[src/rtl/vedic_mult6_seq.sv]
// Sequential 6x6 unsigned multiplier that walks the four 3x3 partial products
// through a single Vedic 3x3 cell and shift-accumulates them into a 12-bit product.

module vedic3x3 (
    input  logic [2:0] A,
    input  logic [2:0] B,
    output logic [5:0] R
);
    logic [1:0] col1;
    logic [2:0] col2;
    logic [2:0] col3;
    logic [1:0] col4;

    // Urdhva-tiryagbhyam: sum each column of cross products plus the carry from the column below
    always_comb begin
        col1 = {1'b0, A[1] & B[0]} + {1'b0, A[0] & B[1]};
        col2 = {2'b0, A[2] & B[0]} + {2'b0, A[1] & B[1]} + {2'b0, A[0] & B[2]} + {2'b0, col1[1]};
        col3 = {2'b0, A[2] & B[1]} + {2'b0, A[1] & B[2]} + {1'b0, col2[2:1]};
        col4 = {1'b0, A[2] & B[2]} + col3[2:1];
        R    = {col4, col3[0], col2[0], col1[0], A[0] & B[0]};
    end
endmodule

module vedic_mult6_seq (
    input  logic        clk,
    input  logic        rst,
    input  logic [5:0]  a,
    input  logic [5:0]  b,
    input  logic        in_valid,
    output logic        in_ready,
    output logic [11:0] p,
    output logic        out_valid,
    input  logic        out_ready
);
    typedef enum logic [1:0] {
        IDLE = 2'd0,
        BUSY = 2'd1,
        DONE = 2'd2
    } state_t;

    state_t      state;
    state_t      state_n;
    logic [1:0]  step;
    logic [5:0]  a_r;
    logic [5:0]  b_r;
    logic [11:0] acc;
    logic [11:0] acc_sum;
    logic [2:0]  cell_a;
    logic [2:0]  cell_b;
    logic [5:0]  cell_r;

    // Place a 6-bit partial product at its weight: lo*lo at 0, cross terms at 3, hi*hi at 6
    function automatic logic [11:0] align_pp(input logic [5:0] r, input logic [1:0] s);
        case (s)
            2'd0:    align_pp = {6'b0, r};
            2'd3:    align_pp = {r, 6'b0};
            default: align_pp = {3'b0, r, 3'b0};
        endcase
    endfunction

    // step[0] selects the multiplicand half, step[1] the multiplier half
    always_comb begin
        cell_a  = step[0] ? a_r[5:3] : a_r[2:0];
        cell_b  = step[1] ? b_r[5:3] : b_r[2:0];
        acc_sum = acc + align_pp(cell_r, step);
    end

    vedic3x3 u_cell (
        .A (cell_a),
        .B (cell_b),
        .R (cell_r)
    );

    always_ff @(posedge clk) begin
        if (rst) begin
            state <= IDLE;
        end else begin
            state <= state_n;
        end
    end

    always_comb begin
        state_n = state;
        case (state)
            IDLE:    if (in_valid) state_n = BUSY;
            BUSY:    if (step == 2'd3) state_n = DONE;
            DONE:    if (out_ready) state_n = IDLE;
            default: state_n = IDLE;
        endcase
    end

    always_comb begin
        in_ready  = (state == IDLE) && !rst;
        out_valid = (state == DONE);
    end

    always_ff @(posedge clk) begin
        if (rst) begin
            step <= 2'd0;
            acc  <= 12'd0;
            p    <= 12'd0;
            a_r  <= 6'd0;
            b_r  <= 6'd0;
        end else begin
            case (state)
                IDLE: begin
                    if (in_valid) begin
                        a_r  <= a;
                        b_r  <= b;
                        acc  <= 12'd0;
                        step <= 2'd0;
                    end
                end
                BUSY: begin
                    acc  <= acc_sum;
                    step <= step + 2'd1;
                    if (step == 2'd3) begin
                        p <= acc_sum;
                    end
                end
                default: begin
                end
            endcase
        end
    end
endmodule

[config.mk]
export PLATFORM = sky130hd
export DESIGN_NAME = vedic_mult6_seq
export DESIGN_NICKNAME = d
export VERILOG_FILES = /design/src/rtl/vedic_mult6_seq.sv
export SDC_FILE = /design/constraint.sdc
export NUM_CORES = 1
export LEC_CHECK = 0
export CAP_MARGIN = 20
export CORE_MARGIN = 3
export CORE_UTILIZATION = 60
export CTS_BUF_LIST = sky130_fd_sc_hd__clkbuf_2
export CTS_CLUSTER_SIZE = 12
export DETAILED_ROUTE_END_ITERATION = 16
export GPL_TIMING_DRIVEN = 0
export MAX_ROUTING_LAYER = met4
export PLACE_DENSITY = 0.91
export SYNTH_ARGS = -nofsm -noshare
export SYNTH_HDL_FRONTEND = slang
export SYNTH_HIERARCHICAL = 1
export SYNTH_SLANG_ARGS = --single-unit
[constraint.sdc]
create_clock -name clk -period 9.6 [get_ports clk]
set_clock_uncertainty 0.15 [all_clocks]
set_input_delay 1.92 -clock clk [delete_from_list [all_inputs] [get_ports clk]]
set_output_delay 1.92 -clock clk [all_outputs]
set_load 0.05 [all_outputs]
== Word-level counts from Yosys, hierarchy flattened ==
Index checks and enable logic that the tools add are counted.

* Add/subtract/negate cells: 9
* Multiply operators: 0
* Div/mod/pow operators: 0
* Magnitude comparators: 0
* Equal/unequal tests: 6
* Shift-type cells: 0
* Mux-type cells: 11
* Bitwise logic cells: 9
* Reductions and logical operators: 9

{| class="wikitable"
|+ Operators by type and width
! kind !! count
|-
| $pmux 12 s2 || 2
|-
| $add 12x12->12 || 1
|-
| $mux 12 || 1
|-
| $and 1x1->1 || 9
|-
| $mux 2 || 4
|-
| $add 1x1->2 || 3
|-
| $add 3x1->3 || 2
|-
| $mux 3 || 2
|-
| $pmux 2 s3 || 1
|-
| $reduce_and 2->1 || 3
|-
| $eq 2x2->1 const B || 2
|-
| $logic_not 2->1 || 2
|-
| $ne 2x2->1 const B || 2
|-
| $pmux 2 s2 || 1
|-
| $add 3x2->3 || 1
|-
| $reduce_and 3->1 || 1
|-
| $add 1x2->2 || 1
|-
| $add 2x1->2 const B || 1
|-
| $eq 2x1->1 const B || 1
|-
| $ne 2x1->1 const B || 1
|-
| $reduce_bool 2->1 || 1
|-
| $logic_and 1x1->1 || 1
|-
| $logic_not 1->1 || 1
|}

* Register bits: 40
* Latch bits: 0
* Bits in writable memories: 0
* Bits in read-only memories: 0
* Input bits: 16
* Memories: 0

== Logic depth before layout (Yosys ltp) ==
* Depth after elaboration: 10
* Depth in mapped cells: 20
* Depth with buffers taken out: 20

== Hierarchy ==
Netlist, hierarchy kept.

{| class="wikitable"
|+ Modules (own cells, without submodules)
! module !! times used !! cells an instance !! area an instance (um^2) !! seq. area each (um^2)
|-
| vedic_mult6_seq || 1 || 269 || 2179.6 || 800.8
|-
| vedic3x3 || 1 || 23 || 171.4 || 0.0
|}

== Least setup slack after synthesis ==
OpenSTA, ideal clock, no wires.

* Kind: input-to-output
* Start point: input port rst
* End point: output port in_ready
* Arrival: 3.345 ns
* Data required time: 7.530 ns
* Path slack: 4.185 ns
* Stages: 3
* Path buffers: 2
* Cell sequence: clkbuf_1 > clkbuf_1 > nor3_1

* Cells in the longest elaborated chain, start to end: 2

{| class="wikitable"
|+ RTL lines
! what !! line !! source
|-
| start: declaration || 26 || <nowiki>input logic rst,</nowiki>
|-
| $logic_not 1->1 || 93 || <nowiki>in_ready = (state == IDLE) && !rst;</nowiki>
|-
| $logic_and 1x1->1 || 93 ||
|-
| end: declaration || 30 || <nowiki>output logic in_ready,</nowiki>
|}

Every way passes these cells.

== Worst setup path in the final report ==
Ends and elaborated chain as after synthesis.

==> results.json <==
{
  "status": "complete, no violations",
  "cts_max_level": 2,
  "cellPowerDensity_nw_per_um2": 113,
  "cpPeakStageDelay_ns": 0.72,
  "cts_sinks": 40,
  "grt_overflow_total": 0,
  "period_share": 0.641,
  "fin_nets": 364,
  "grt_start_max_net_pins": 14,
  "grt_antenna_before_repair": 0,
  "route.detailed.drc": 0,
  "hold_buffers": 0,
  "place_congestion": 0.905,
  "clock_path_buffers": 2,
  "die_h_um": 68.6,
  "critPathMaxFanout": 10,
  "hold_path_class": "flip-flop to flip-flop",
  "worstMarginPinSlew_ns": 1.08,
  "syn2layout_area_growth_pct": 17.8,
  "nFillCells": 281,
  "cts_inserted_buffers": 5,
  "netSwitchingFraction": 0.267,
  "hold_viol_final": 0,
  "num_antenna_cells": 0,
  "rsz0062_at_grt": "no",
  "leakage_nw": 1.13,
  "clk_latency_ns": 0.43,
  "final_util": 0.745,
  "r2r_slack_ns": 4.38,
  "drt_iter0_markers": 144,
  "cts_tree": "yes",
  "end_kind": "output pin",
  "top_level_ports": 30,
  "place_ws_ns": 3.45,
  "grt_pass1_vias": 1922,
  "crit_slowest_cell": "clkdlybuf4s50_1",
  "synth.distinct_cells": 41,
  "drv_slew": 0,
  "pwr-share-comb": 0.120,
  "syn_area_um2": 2350,
  "p_total_w": 0.000313,
  "seq_area_um2": 801,
  "seqPwrFrac": 0.554,
  "cts_resized": 0,
  "hpwl_um": 3940,
  "path_clk_slew_ns": 0.21,
  "power_switching_w": 0.0000837,
  "drive_above_1_share": 0.0638,
  "initial_core_util": 0.633,
  "syn_area_per_cell_um2": 8.05,
  "crit_type": "input pin to output pin",
  "worstSetupStartpointType": "input pin",
  "yosys_most_used_dff": "dfxtp_1",
  "grt.total_usage": 0.252,
  "num_rows": 22,
  "synth_area_leader_cell": "dfxtp_1",
  "fmax_ghz": 0.163,
  "io_buffer_count": 29,
  "place_inst": 369,
  "finalSetupViolations": 0,
  "synth_top_area_frac": 0.341,
  "syn_nets": 328,
  "synth_sequential_area_ratio": 0.341,
  "vias": 2140,
  "die_x_um": 68.6,
  "crit_chain": "clkdlybuf4s50_1 -> clkbuf_1 -> clkbuf_1 -> nor3_1 -> clkdlybuf4s50_1",
  "fin_crit_ns": 6.15,
  "yosys-top-cells-area": "dfxtp_1, nand2_1, ha_1",
  "wl_um": 5070,
  "pwr-share-clk": 0.326,
  "die-area_um2": 4710,
  "fin_ws_ns": 3.45,
  "synth_cells": 292,
  "cap_viol_max_count": 0,
  "intPower_w": 0.000230,
  "grt_pass1_wl_um": 8650,
  "synth_warnings": 6,
  "first_pass_iters": 6,
  "routed_via_density": 5.68,
  "ir_drop_mv": 0.0833,
  "cts-root-buf": "clkbuf_2",
  "postCtsSetupRepairBufs": 0,
  "cp.required_ns": 7.53,
  "postRouteAntennaNets": 0,
  "synth_seq_cells": 40,
  "synth_edf_count": 0,
  "core_um2": 3720,
  "tns_ns": 0,
  "final_cells": 377,
  "async_reset_ff_frac": 0,
  "routedWlPerCell_um": 13.4,
  "maxSlewHeadroom": 0.275,
  "multiInputGateArea_um2": 1450,
  "crit_arrival_ns": 4.08
}
[critical path, delay by kind of cell]
| kind | cells | cell delay, ns |
|---|---|---|
| buf+inv | 4 | 2.05 |
| simple gates | 1 | 0.11 |
[synth_stat cells (4+ instances only)]
master / number
xnor2_1: 6
a22o_1: 5
nor2_1: 12
and2_1: 10
nand2_1: 64
a21o_1: 5
or3_1: 4
clkbuf_1: 10
ha_1: 16
nor3_1: 4
fa_1: 4
o21ai_0: 11
inv_1: 13
o31ai_1: 4
mux2_2: 6
nand3_1: 6
dfxtp_1: 40
a21oi_1: 31
nand3b_1: 5
[power groups by stage]
stage                     sequential (W)  clock (W)  combinational (W)
final                           0.000174   0.000102          0.0000376
after global routing            0.000174   0.000111          0.0000420
after CTS                       0.000174   0.000103          0.0000375
after detailed placement        0.000177          0          0.0000373
after global placement          0.000177          0          0.0000364
after floorplan                 0.000176          0          0.0000238
[through the flow]
step	area, um2	hold slack [ns]
2_1_floorplan	2350	0.277
3_3_place_gp	2700	0.290
3_5_place_dp	2700	0.297
4_1_cts	2770	0.321
5_1_grt	2770	0.346
6_report	2770	0.318
[metal layers]
| layer | wire [um] | GRT usage | up-vias |
|---|---|---|---|
| li1 | - | - | 1088 |
| met1 | 2220 | 0.297 | 980 |
| met2 | 2460 | 0.410 | 59 |
| met3 | 271 | 0.0632 | 13 |
| met4 | 123 | 0.102 | 0 |
| met5 | 0 | - | - |
[sequential cells by signal, indices dropped and copies added (netlist names)]
name	count
step	2
a_r	6
acc	12
state	2
p	12
b_r	6
[cell usage in the layout, fill, tap and decap left out, drive strengths merged, types with 3 or more instances in the layout]
cell type / n
fa: 4
nor3: 4
clkdlybuf4s50: 29
a22o: 5
ha: 16
dfxtp: 40
xnor2: 6
nand2b: 3
and2: 11
mux2: 6
inv: 13
o31ai: 4
nand2: 64
nor2b: 3
a21oi: 32
nand3b: 5
or3: 4
nor2: 12
a32o: 3
a21o: 5
o21ai: 11
clkbuf: 16
nand3: 6
[cells by family after synthesis]
kind of cell,share of synthesized area
flip-flops,0.341
AO/OA/AOI/OAI,0.203
adder cells (fa/ha/maj),0.119
buffers and inverters,0.0410
multiplexers,0.0287
AND/OR/NAND/NOR,0.237
XOR/XNOR,0.0298
[area by class of cell]
class | count | area share
repair buffers | 29 | 0.105
flip-flops and latches | 40 | 0.289
multi-input cells | 227 | 0.525
well taps | 48 | 0.0217
plain buffers | 12 | 0.0172
inverters | 13 | 0.0176
clock buffers | 5 | 0.00904
clock inverters | 3 | 0.0154
[worst paths after layout]
check	from	endpoint	cells after the start
worst max-delay path	rst	in_ready	5
worst min register to register	p[0]$_SDFFE_PP0P_	p[0]$_SDFFE_PP0P_	2
worst max register to register	step[1]$_SDFFE_PP0P_	acc[11]$_SDFFE_PP0P_	20
worst min-delay path	p[0]$_SDFFE_PP0P_	p[0]$_SDFFE_PP0P_	2
(Power assumes the default switching activity.)
==> RTL change 1, RTL diff (same settings) <==
Re-encode `state_t` (3 states) as one-hot, 3 bits wide.
--- a/src/rtl/vedic_mult6_seq.sv
+++ b/src/rtl/vedic_mult6_seq.sv
@@ -33,8 +33,8 @@
     input  logic        out_ready
 );
-    typedef enum logic [1:0] {
-        IDLE = 2'd0,
-        BUSY = 2'd1,
-        DONE = 2'd2
+    typedef enum logic [2:0] {
+        IDLE = 3'b001,
+        BUSY = 3'b010,
+        DONE = 3'b100
     } state_t;
 
Check against the original RTL: same outputs for any inputs over 4 cycles, from zero or initial values and one cycle with rst high; so few cycles prove little.
==> RTL change 1 against the original RTL <==
Wire length up 3.5%. Sequential cell count up 1. Area after synthesis up 0.37%. Core utilization down 0.94 points. Design area down 1.3%. Power down 9.7%. Combinational power down 7.2%. Worst setup slack better by 660 ps. Critical endpoint unchanged. Largest cell class unchanged. Highest routed layer unchanged.
==> RTL change 1: results (changes against the original RTL) <==
INFO  metric outcome = finished clean (unchanged)
INFO  metric met2_wirelength = 2.56 mm (was 2.46 mm)
INFO  metric synthAdderAreaFrac = 11.9% (about the same)
INFO  metric routed-via-count = 2125 (was 2140)
INFO  metric wl_met3 = 289 um (was 271 um)
INFO  metric pwr.group.clock = 70.8 uW (was 102 uW)
INFO  metric met2_usage = 41.0% (unchanged)
INFO  metric clk-insertion-delay-late = 410 ps (was 430 ps)
INFO  metric first_global_vias = 2015 (was 1922)
INFO  metric p_sw = 76.5 uW (was 83.7 uW)
INFO  metric path_clk_slew = 170 ps (was 210 ps)
INFO  metric place.detailed.hpwl = 3.98 mm (was 3.94 mm)
INFO  metric synthMuxAreaShare = 2.86% (was 2.87%)
INFO  metric static-leakage-power = 1.12 nW (was 1.13 nW)
INFO  metric post_drt_via_cell_ratio = 5.59 (was 5.68)
INFO  metric dpl.cell_count = 373 (was 369)
INFO  metric drt_iter0_markers = 151 (was 144)
INFO  metric wl_met1 = 2.31 mm (was 2.22 mm)
INFO  metric ys_seq_area_share = 34.8% (was 34.1%)
INFO  metric worst_slew_pin_slew = 516 ps (was 1080 ps)
INFO  metric layout.filler_cells = 284 (was 281)
INFO  metric global_route_wire_length_before_repair = 8.80 mm (was 8.65 mm)
INFO  metric routed_wire_length_per_instance = 13.8 um (was 13.4 um)
INFO  metric synthesis.nets = 333 (was 328)
INFO  metric share_seq_of_total_power = 62.6% (was 55.4%)
INFO  metric synth_compound_area_share = 17.4% (was 20.3%)
INFO  metric cts-root-to-sink-buffers = 2 (unchanged)
INFO  metric power.ir.vdd_worst = 0.0686 mV (was 0.0833 mV)
INFO  metric synth_top_area_share = 34.8% (was 34.1%)
INFO  metric timing.rr.start = step[0] (was step[1])
INFO  metric hold_path.startpoint = b_r[1] (was p[0])
INFO  metric placed_cell_area = 2700 um2 (about the same)
INFO  metric cell_types_with_the_highest_counts_after_synthesis = 63 x nand2_1, 41 x dfxtp_1, 25 x a21oi_1, 25 x nor2_1, 16 x ha_1 (was 64 x nand2_1, 40 x dfxtp_1, 31 x a21oi_1, 16 x ha_1, 13 x inv_1)
INFO  metric drt_first_pass_iters = 5 (was 6)
INFO  metric synthXorXnorAreaFrac = 3.71% (was 2.98%)
INFO  metric global_route.usage.total = 25.5% (was 25.2%)
INFO  metric port_buffers = 28 (was 29)
INFO  metric gpl.final_weighted_congestion = 0.876 (was 0.905)
INFO  metric postSynthAreaPerCell = 7.95 um2 (was 8.05 um2)
INFO  metric worst_path_arrival = 3430 ps (was 4080 ps)
## RTL change 1: worst max-delay path, cell delays in order
cell and delay, ps:
clkbuf_1 170, clkbuf_1 260, nor3b_1 240, clkdlybuf4s50_1 840
## RTL change 1: final timing paths
path                            endpoint  slack [ps]  cells past startpoint
worst max-delay path            in_ready        4100                      4
worst min-delay path              b_r[1]         320                      2
worst min register to register    b_r[1]         320                      2
worst max register to register      p[9]        4480                     21
## RTL change 1: layout make-up
cell class	instances	share of cell area (%)
repair buffers	28	10.3
flip-flops and latches	41	30.0
multi-input cells	226	51.9
plain buffers	15	2.33
well taps	48	2.20
clock buffers	6	1.10
clock inverters	1	0.137
inverters	15	2.06
## RTL change 1: per-stage QoR
stage	utilization, %	worst slack [ps]
floorplan	-	4100
global placement	72.7	4110
detailed placement	72.7	4080
CTS	73.6	4090
global route	73.6	4010
finish	73.6	4100
==> RTL change 2, RTL diff (same settings) <==
Without the edit above. Reset style: asynchronous (`rst`), changed in 2 clocked blocks.
--- a/src/rtl/vedic_mult6_seq.sv
+++ b/src/rtl/vedic_mult6_seq.sv
@@ -72,5 +72,5 @@
     );
 
-    always_ff @(posedge clk) begin
+    always_ff @(posedge clk or posedge rst) begin
         if (rst) begin
             state <= IDLE;
@@ -95,5 +95,5 @@
     end
 
-    always_ff @(posedge clk) begin
+    always_ff @(posedge clk or posedge rst) begin
         if (rst) begin
             step <= 2'd0;
Formal check against the unedited RTL: not equivalent (Yosys sat finds a counterexample within 10 cycles, from zero or initial values and one cycle with rst high; the reset may be asserted at any time).
==> RTL change 2 against the original RTL <==
Sequential cell count unchanged. Wire length is 12% lower. Worst setup slack improved by 760 ps. Area after synthesis down 0.59%. Design area shrank 1.7%. Synthesized cell count fell by 21%.
Power is not shown: default switching activity piles up to over one toggle a cycle in this logic, so the estimate is an artifact.
==> RTL change 2: results (changes against the original RTL) <==
INFO  metric outcome = finished clean (unchanged)
INFO  metric number_of_buffers_and_inverters_on_the_critical_path = 2 (was 4)
INFO  metric clk-insertion-delay-late = 390 ps (was 430 ps)
INFO  metric path_clk_slew = 180 ps (was 210 ps)
INFO  metric drt_iter0_markers = 87 (was 144)
INFO  metric place.detailed.hpwl = 3.44 mm (was 3.94 mm)
INFO  metric cts-root-buf = clkbuf_2 (unchanged)
INFO  metric grt_start_max_net_pins = 41 (was 14)
INFO  metric gpl.final_weighted_congestion = 0.860 (was 0.905)
INFO  metric synthArstFlopShare = 100% (was 0%)
INFO  metric routed-via-count = 1778 (was 2140)
INFO  metric cell_types_with_the_highest_counts_after_synthesis = 46 x nand2_1, 40 x dfrtp_1, 20 x mux2_2, 16 x ha_1, 16 x o21ai_0 (was 64 x nand2_1, 40 x dfxtp_1, 31 x a21oi_1, 16 x ha_1, 13 x inv_1)
INFO  metric layout.filler_cells = 276 (was 281)
INFO  metric cp_max_fo = 2 (was 10)
INFO  metric drt_first_pass_iters = 4 (was 6)
INFO  metric port_buffers = 29 (unchanged)
INFO  metric critPathTopFamily = buffers and inverters (unchanged)
INFO  metric htree_levels = 2 (unchanged)
INFO  metric insertedDiodeCount = 0 (unchanged)
INFO  metric yosys-top-cells-area = dfrtp_1 43%, mux2_2 9.6%, ha_1 8.6% (was dfxtp_1 34%, nand2_1 10%, ha_1 8.5%)
INFO  metric timing.final.max_slew_violations = 0 (unchanged)
INFO  metric yosys_warnings = 6 (unchanged)
INFO  metric final_net_count = 303 (was 364)
INFO  metric placed_cell_area = 2690 um2 (was 2700 um2)
INFO  metric post_route_cells_drive_above_1_share = 14.2% (was 6.38%)
INFO  metric route.antenna.remaining_nets = 0 (unchanged)
INFO  metric hold_depth = 2 (unchanged)
INFO  metric critical-path-max-stage-delay = 820 ps (was 720 ps)
INFO  metric timing.max_slew.rel_slack = 47.1% (was 27.5%)
INFO  metric cts-root-to-sink-buffers = 2 (unchanged)
INFO  metric worstRegToRegCells = 20 (unchanged)
INFO  metric hold_path.class = flip-flop to flip-flop (unchanged)
INFO  metric top_regs = acc: 12 flops, p: 12 flops (unchanged)
INFO  metric worst_path_arrival = 3320 ps (was 4080 ps)
INFO  metric cts_made_buffers = 5 (unchanged)
INFO  metric first_global_vias = 1690 (was 1922)
INFO  metric drt_wl_total = 4.47 mm (was 5.07 mm)
INFO  metric post_synth_num_cell_types = 37 (was 41)
INFO  metric synthesis.nets = 267 (was 328)
INFO  metric post_cts_resized = 0 (unchanged)
INFO  metric cts_post_setup_buffers_inserted = 0 (unchanged)
INFO  metric global_route.usage.total = 22.4% (was 25.2%)
INFO  metric global_route_wire_length_before_repair = 7.56 mm (was 8.65 mm)
INFO  metric ys_seq_area_share = 42.8% (was 34.1%)
[RTL change 2: per-stage QoR]
stage / setup slack, ps / instances
6_report: 4210 / 315
5_1_grt: 4090 / 315
4_1_cts: 4200 / 315
3_5_place_dp: 4200 / 308
3_3_place_gp: 4240 / 308
2_1_floorplan: 4570 / 231
[RTL change 2: layout make-up]
cell class	count	area, um2	share of cell area, %
Inverter	12	45.0	1.65
Buffer	7	32.5	1.19
Timing Repair Buffer	29	290	10.7
Clock buffer	6	30.0	1.10
Multi-Input combinational cell	172	1260	46.2
Clock inverter	1	5.00	0.184
Tap cell	48	60.1	2.21
Sequential cell	40	1000	36.8
[RTL change 2: kinds of logic (layout without fill, tap and decap cells)]
kind of cell | count (synthesis) | after routing | share of synthesized area (%)
buffers and inverters | 19 | 55 | 3.32
adder cells (fa/ha/maj) | 20 | 20 | 12.0
multiplexers | 20 | 20 | 9.64
XOR/XNOR | 11 | 11 | 4.12
AND/OR/NAND/NOR | 65 | 65 | 12.7
flip-flops | 40 | 40 | 42.8
AO/OA/AOI/OAI | 56 | 56 | 15.4
[RTL change 2: final timing paths]
| path | slack (ps) | from | endpoint |
|---|---|---|---|
| max | 4210 | rst | in_ready |
| min | 350 | p[7] | p[7] |
| max reg2reg | 4640 | step[0] | acc[9] |
| min reg2reg | 350 | p[7] | p[7] |
| max in group asynchronous | 6940 | rst | b_r[5] |
| min in group asynchronous | 1860 | rst | acc[4] |
[RTL change 2: worst register-to-register path: cells and delay by family (launching register included)]
family / cells / cell delay, ps
fa+ha+maj: 7 / 2270
compound gates: 5 / 920
flops: 1 / 490
mux: 1 / 300
xor+xnor: 1 / 270
buf+inv: 4 / 240
simple gates: 2 / 200
[RTL change 2: metal layers]
layer	part of all wire, %	vias to the layer above	global-route usage [%]
li1	-	874	-
met1	41	844	26.1
met2	51	51	38.1
met3	6.1	9	5.58
met4	1.8	0	6.70
met5	0	-	-
